## config.mk

```make
export PLATFORM = sky130hd
export DESIGN_NAME = booth_mul_seq
export DESIGN_NICKNAME = d
export VERILOG_FILES = /design/src/rtl/booth_mul_seq.sv
export SDC_FILE = /design/constraint.sdc
export NUM_CORES = 1
export LEC_CHECK = 0
export ABC_AREA = 1
export BUFFER_PORTS_ARGS = -buffer_cell sky130_fd_sc_hd__buf_4
export CORE_MARGIN = 2
export CORE_UTILIZATION = 35
export CTS_BUF_LIST = sky130_fd_sc_hd__clkbuf_4
export CTS_CLUSTER_SIZE = 20
export DETAILED_ROUTE_END_ITERATION = 8
export GPL_ROUTABILITY_DRIVEN = 0
export PLACE_DENSITY = 0.55
export RECOVER_POWER = 100
export SLEW_MARGIN = 20
export SYNTH_ARGS = -nofsm -noshare
export SYNTH_HDL_FRONTEND = slang
export SYNTH_SLANG_ARGS = --single-unit
```

## constraint.sdc

```tcl
create_clock -name clk -period 6.6 [get_ports clk]
set_clock_uncertainty 0.15 [all_clocks]
set_input_delay 0.66 -clock clk [delete_from_list [all_inputs] [get_ports clk]]
set_output_delay 0.66 -clock clk [all_outputs]
set_load 0.03 [all_outputs]
```

## src/rtl/booth_mul_seq.sv

```systemverilog
// booth_mul_seq: sequential signed Booth multiplier with a start/done handshake.
// Radix-2 by default; defining BOOTH_RADIX4_EN selects radix-4 recoding (half the RUN cycles).
module booth_mul_seq #(
    parameter int WIDTH = 8
) (
    input  logic                 clk,
    input  logic                 rst,
    input  logic                 start,
    input  logic [WIDTH-1:0]     multiplicand,
    input  logic [WIDTH-1:0]     multiplier,
    output logic                 busy,
    output logic                 done,
    output logic [2*WIDTH-1:0]   product
);
`ifdef BOOTH_RADIX4_EN
    localparam int SH = 2;
`else
    localparam int SH = 1;
`endif
    localparam int N  = WIDTH / SH;
    localparam int AW = WIDTH + 2;
    localparam int CW = $clog2(WIDTH + 1);

    typedef enum logic [1:0] {IDLE, RUN, FIN} state_t;

    state_t               state_q, state_d;
    logic [AW-1:0]        m_q, m_d, a_q, a_d, addend, sum;
    logic [WIDTH-1:0]     q_q, q_d;
    logic                 q1_q, q1_d;
    logic [CW-1:0]        cnt_q, cnt_d;
    logic                 busy_q, busy_d, done_q, done_d;
    logic [2*WIDTH-1:0]   product_q, product_d;
    logic [AW+WIDTH:0]    shifted;
    logic [AW-1:0]        m2;
`ifdef BOOTH_RADIX4_EN
    logic [2:0]           r;
`else
    logic [1:0]           r;
`endif

    always_comb begin
        m2 = {m_q[AW-2:0], 1'b0};
`ifdef BOOTH_RADIX4_EN
        r = {q_q[1:0], q1_q};
        addend = (r == 3'b001 || r == 3'b010) ? m_q :
                 (r == 3'b011)                 ? m2 :
                 (r == 3'b100)                 ? -m2 :
                 (r == 3'b101 || r == 3'b110) ? -m_q : '0;
`else
        r = {q_q[0], q1_q};
        addend = (r == 2'b01) ? m_q : (r == 2'b10) ? -m_q : '0;
`endif
        sum = a_q + addend;
        // Shift the whole {A,Q,Q_1} chain so A's sign fills from the top.
        shifted = $signed({sum, q_q, q1_q}) >>> SH;
        state_d = state_q;
        m_d = m_q;
        a_d = a_q;
        q_d = q_q;
        q1_d = q1_q;
        cnt_d = cnt_q;
        busy_d = busy_q;
        done_d = 1'b0;
        product_d = product_q;
        if (state_q == RUN) begin
            if (cnt_q == CW'(N)) begin
                state_d = FIN;
                busy_d = 1'b0;
                done_d = 1'b1;
                product_d = {a_q[WIDTH-1:0], q_q};
            end else begin
                {a_d, q_d, q1_d} = shifted;
                cnt_d = cnt_q + 1'b1;
            end
        end else if (start) begin
            state_d = RUN;
            busy_d = 1'b1;
            m_d = {{2{multiplicand[WIDTH-1]}}, multiplicand};
            a_d = '0;
            q_d = multiplier;
            q1_d = 1'b0;
            cnt_d = '0;
        end else begin
            state_d = IDLE;
            busy_d = 1'b0;
        end
    end

    always_ff @(posedge clk or posedge rst) begin
        if (rst) begin
            state_q <= IDLE;
            m_q <= '0;
            a_q <= '0;
            q_q <= '0;
            q1_q <= 1'b0;
            cnt_q <= '0;
            busy_q <= 1'b0;
            done_q <= 1'b0;
            product_q <= '0;
        end else begin
            state_q <= state_d;
            m_q <= m_d;
            a_q <= a_d;
            q_q <= q_d;
            q1_q <= q1_d;
            cnt_q <= cnt_d;
            busy_q <= busy_d;
            done_q <= done_d;
            product_q <= product_d;
        end
    end

    assign busy = busy_q;
    assign done = done_q;
    assign product = product_q;
endmodule

```

==> results.json <==
{
  "drc": 0,
  "vias_per_cell": 4.63,
  "ctsHoldBuffers": 0,
  "postSynth.asyncResetShare": 1.00,
  "dpl.hpwl_mm": 4.14,
  "syn-cell-area_mm2": 0.00263,
  "arrival_ns": 2.77,
  "cts_tree": "yes",
  "seq_area_frac_synth": 0.466,
  "dieArea_mm2": 0.00823,
  "grt_overflow_total": 0,
  "cts-root-buf": "clkbuf_4",
  "first_iter_violations": 111,
  "syn_nets": 354,
  "finalCritPeriodShare": 0.400,
  "floorplan.initialDensity": 0.363,
  "finish.instance_area_mm2": 0.00299,
  "critPathLaunchType": "flip-flop",
  "status": "finished, violations left",
  "synth_edf_count": 0,
  "drive_gt1_frac": 0.121,
  "synth.distinct_cells": 31,
  "drt-pass1-iter-count": 4,
  "vias": 2106,
  "synth_top_flop_cell": "dfrtp_1",
  "totalWireLength_mm": 5.58,
  "path_max_fanout": 4,
  "area_growth_pct": 13.4,
  "place_inst": 447,
  "p_leak_nw": 1.53,
  "placed_cell_area_mm2": 0.00297,
  "finalSetupViolCount": 0,
  "ys_ff_latch": 49,
  "slew_viol_final": 50,
  "cp_slowest_cell": "dfrtp_1",
  "postCtsSetupRepairBufs": 0,
  "cts_buffers": 5,
  "grt_pass1_wl_mm": 10.0,
  "io_buffers": 36,
  "violations": "capacitance limit, slew limit",
  "drv_cap": 1,
  "synthCells": 321,
  "grt_start_max_net_pins": 50,
  "die_y_um": 90.7,
  "final_util": 0.412,
  "finalHoldViolCount": 0,
  "final.min_clock_period_ns": 2.64,
  "syn_avg_cell_area_um2": 8.20,
  "hp-start": "multiplier[4]",
  "crit_required_ns": 6.73,
  "grt.total_usage": 0.150,
  "tightest_slew_ns": 2.12,
  "crit_path_frequent_cell": "nand3_1",
  "hold_depth": 3,
  "insertion_delay_ns": 0.37,
  "ctsLongestPathBuffers": 2,
  "num_rows": 31,
  "antennaDiodeCount": 0,
  "antenna_found_initial": 0,
  "cp_slowest_stage_delay_ns": 0.41,
  "r2r-end": "a_q[8]",
  "h-tree-depth": 2,
  "whs_endpoint": "q_q[4]",
  "coreArea_mm2": 0.00725,
  "finalSetupTns_ns": 0,
  "cts_sinks": 49,
  "path_cells": "inv_1 -> ha_1 -> inv_1 -> nor3_1 -> nand3_1 -> o21ai_0 -> nand2_1 -> ha_1 -> nand2_1 -> nor2_1 -> nand3_1 -> nand3_1 -> nand3_1 -> nand3_1 -> nand2_1",
  "fill_cells": 785,
  "endpoint_kind": "flip-flop",
  "rsz0062_at_grt": "false",
  "die_w_um": 90.7,
  "antenna_left": 0,
  "rr_worst_depth": 15,
  "regArea_mm2": 0.00123,
  "irDropWorstVdd_v": 0.000197,
  "ioPinCount": 37,
  "holdWs_ns": 0.333,
  "synth_warnings": 0,
  "r2r_start": "m_q[1]",
  "max_freq_ghz": 0.379,
  "clk_pin_slew_ns": 0.15,
  "postCtsResizedCells": 0,
  "routedWlPerCell_um": 12.3,
  "path_class": "flip-flop to flip-flop",
  "grt_pass1_vias": 2156,
  "reg2reg_setup_slack_ns": 3.96,
  "slew_headroom": -0.422,
  "multi_input_area_mm2": 0.00113,
  "final_cells": 455,
  "nets": 388,
  "hold_path.class": "input pin to flip-flop",
  "p_per_area_mw_per_mm2": 595
}
## worst max path at each step
stage	from	to	slack [ns]	depth (start not counted)
after detailed placement	m_q[1]	a_q[8]	4.06	15
after global placement	m_q[1]	a_q[8]	4.12	15
after global routing	m_q[1]	a_q[8]	3.52	17
final	m_q[1]	a_q[8]	3.96	15
after floorplan	m_q[1]	a_q[8]	4.37	16
after CTS	m_q[1]	a_q[8]	4.05	15
## final cells by class
class                           instances  area share
Multi-Input combinational cell        212       0.380
Sequential cell                        49       0.411
Inverter                               51      0.0645
Tap cell                               99      0.0415
Clock buffer                            5      0.0126
Timing Repair Buffer                   36      0.0679
Clock inverter                          3      0.0231
## power breakdown
group / internal [W] / switching (W)
Sequential: 0.000453 / 0.0000985
Combinational: 0.000334 / 0.000670
Clock: 0.000119 / 0.000101
## Yosys cell counts, types with 2 or more instances
library cell | count | area [um^2]
nand2_1 | 77 | 289
dfrtp_1 | 49 | 1230
inv_1 | 42 | 158
o21ai_1 | 30 | 150
nor2_1 | 18 | 67.6
a21oi_1 | 15 | 75.1
nand3_1 | 15 | 75.1
ha_1 | 13 | 163
inv_2 | 9 | 33.8
o221ai_1 | 7 | 61.3
o22ai_1 | 6 | 37.5
buf_2 | 5 | 25.0
nand2_2 | 5 | 31.3
nor2_2 | 4 | 25.0
nor3_1 | 4 | 20.0
o21ai_0 | 4 | 20.0
buf_4 | 3 | 22.5
nor2_4 | 2 | 22.5
## critical path, delay by kind of cell, from the launching register on
kind / cells / cell delay (ns)
AND/OR/NAND/NOR: 10 / 1.14
adder cells (fa/ha/maj): 2 / 0.51
flip-flops: 1 / 0.41
AO/OA/AOI/OAI: 1 / 0.19
buffers and inverters: 2 / 0.15
## cells in the final DEF, fill, tap and decap left out
cell type   count
o31ai_2         1
nor2_2          4
xnor2_1         1
o21ai_0        30
inv_6           1
nor2_1         19
a22oi_1         1
nand2_4         1
nor2_4          1
fa_1            1
bufinv_16       2
xor2_1          1
nand3_1        16
clkbuf_4        6
ha_1           13
o22ai_1         6
nand4_1         1
nand2_2         3
nand2_1        79
inv_2           5
o21bai_1        1
a21oi_1        15
buf_4          17
a21o_1          1
inv_1          45
o221ai_1        7
o21ai_2         1
o21ai_1         4
nor3_1          5
clkinvlp_2      1
dfrtp_1        49
clkbuf_1       18
## metal layers
| layer | vias to the layer above | track usage | part of all wire |
|---|---|---|---|
| li1 | 1114 | - | - |
| met1 | 944 | 0.206 | 0.49 |
| met2 | 43 | 0.243 | 0.46 |
| met3 | 5 | 0.0259 | 0.039 |
| met4 | 0 | 0.0436 | 0.011 |
| met5 | - | 0 | 0 |
## through the flow
stage	setup slack, ns	total power [W]
after floorplan	4.37	0.00138
after global placement	4.12	0.00163
after detailed placement	4.06	0.00164
after CTS	4.05	0.00187
after global routing	3.52	0.00199
final	3.96	0.00178
## registers in the layout, indices dropped and copies added (netlist names)
| signal | cells |
|---|---|
| product | 16 |
| a_q | 9 |
| m_q | 8 |
| q_q | 8 |
| cnt_q | 4 |
| state_q | 2 |
| done | 1 |
| q1_q | 1 |
## logic make-up (layout without fill, tap and decap cells)
family	after synthesis	in the layout	synth area share
AO/OA/AOI/OAI	67	67	0.147
XOR/XNOR	2	2	0.00666
adder cells (fa/ha/maj)	14	14	0.0694
buffers and inverters	60	95	0.0951
flip-flops	49	49	0.466
AND/OR/NAND/NOR	129	129	0.216
(Power assumes the default switching activity.)
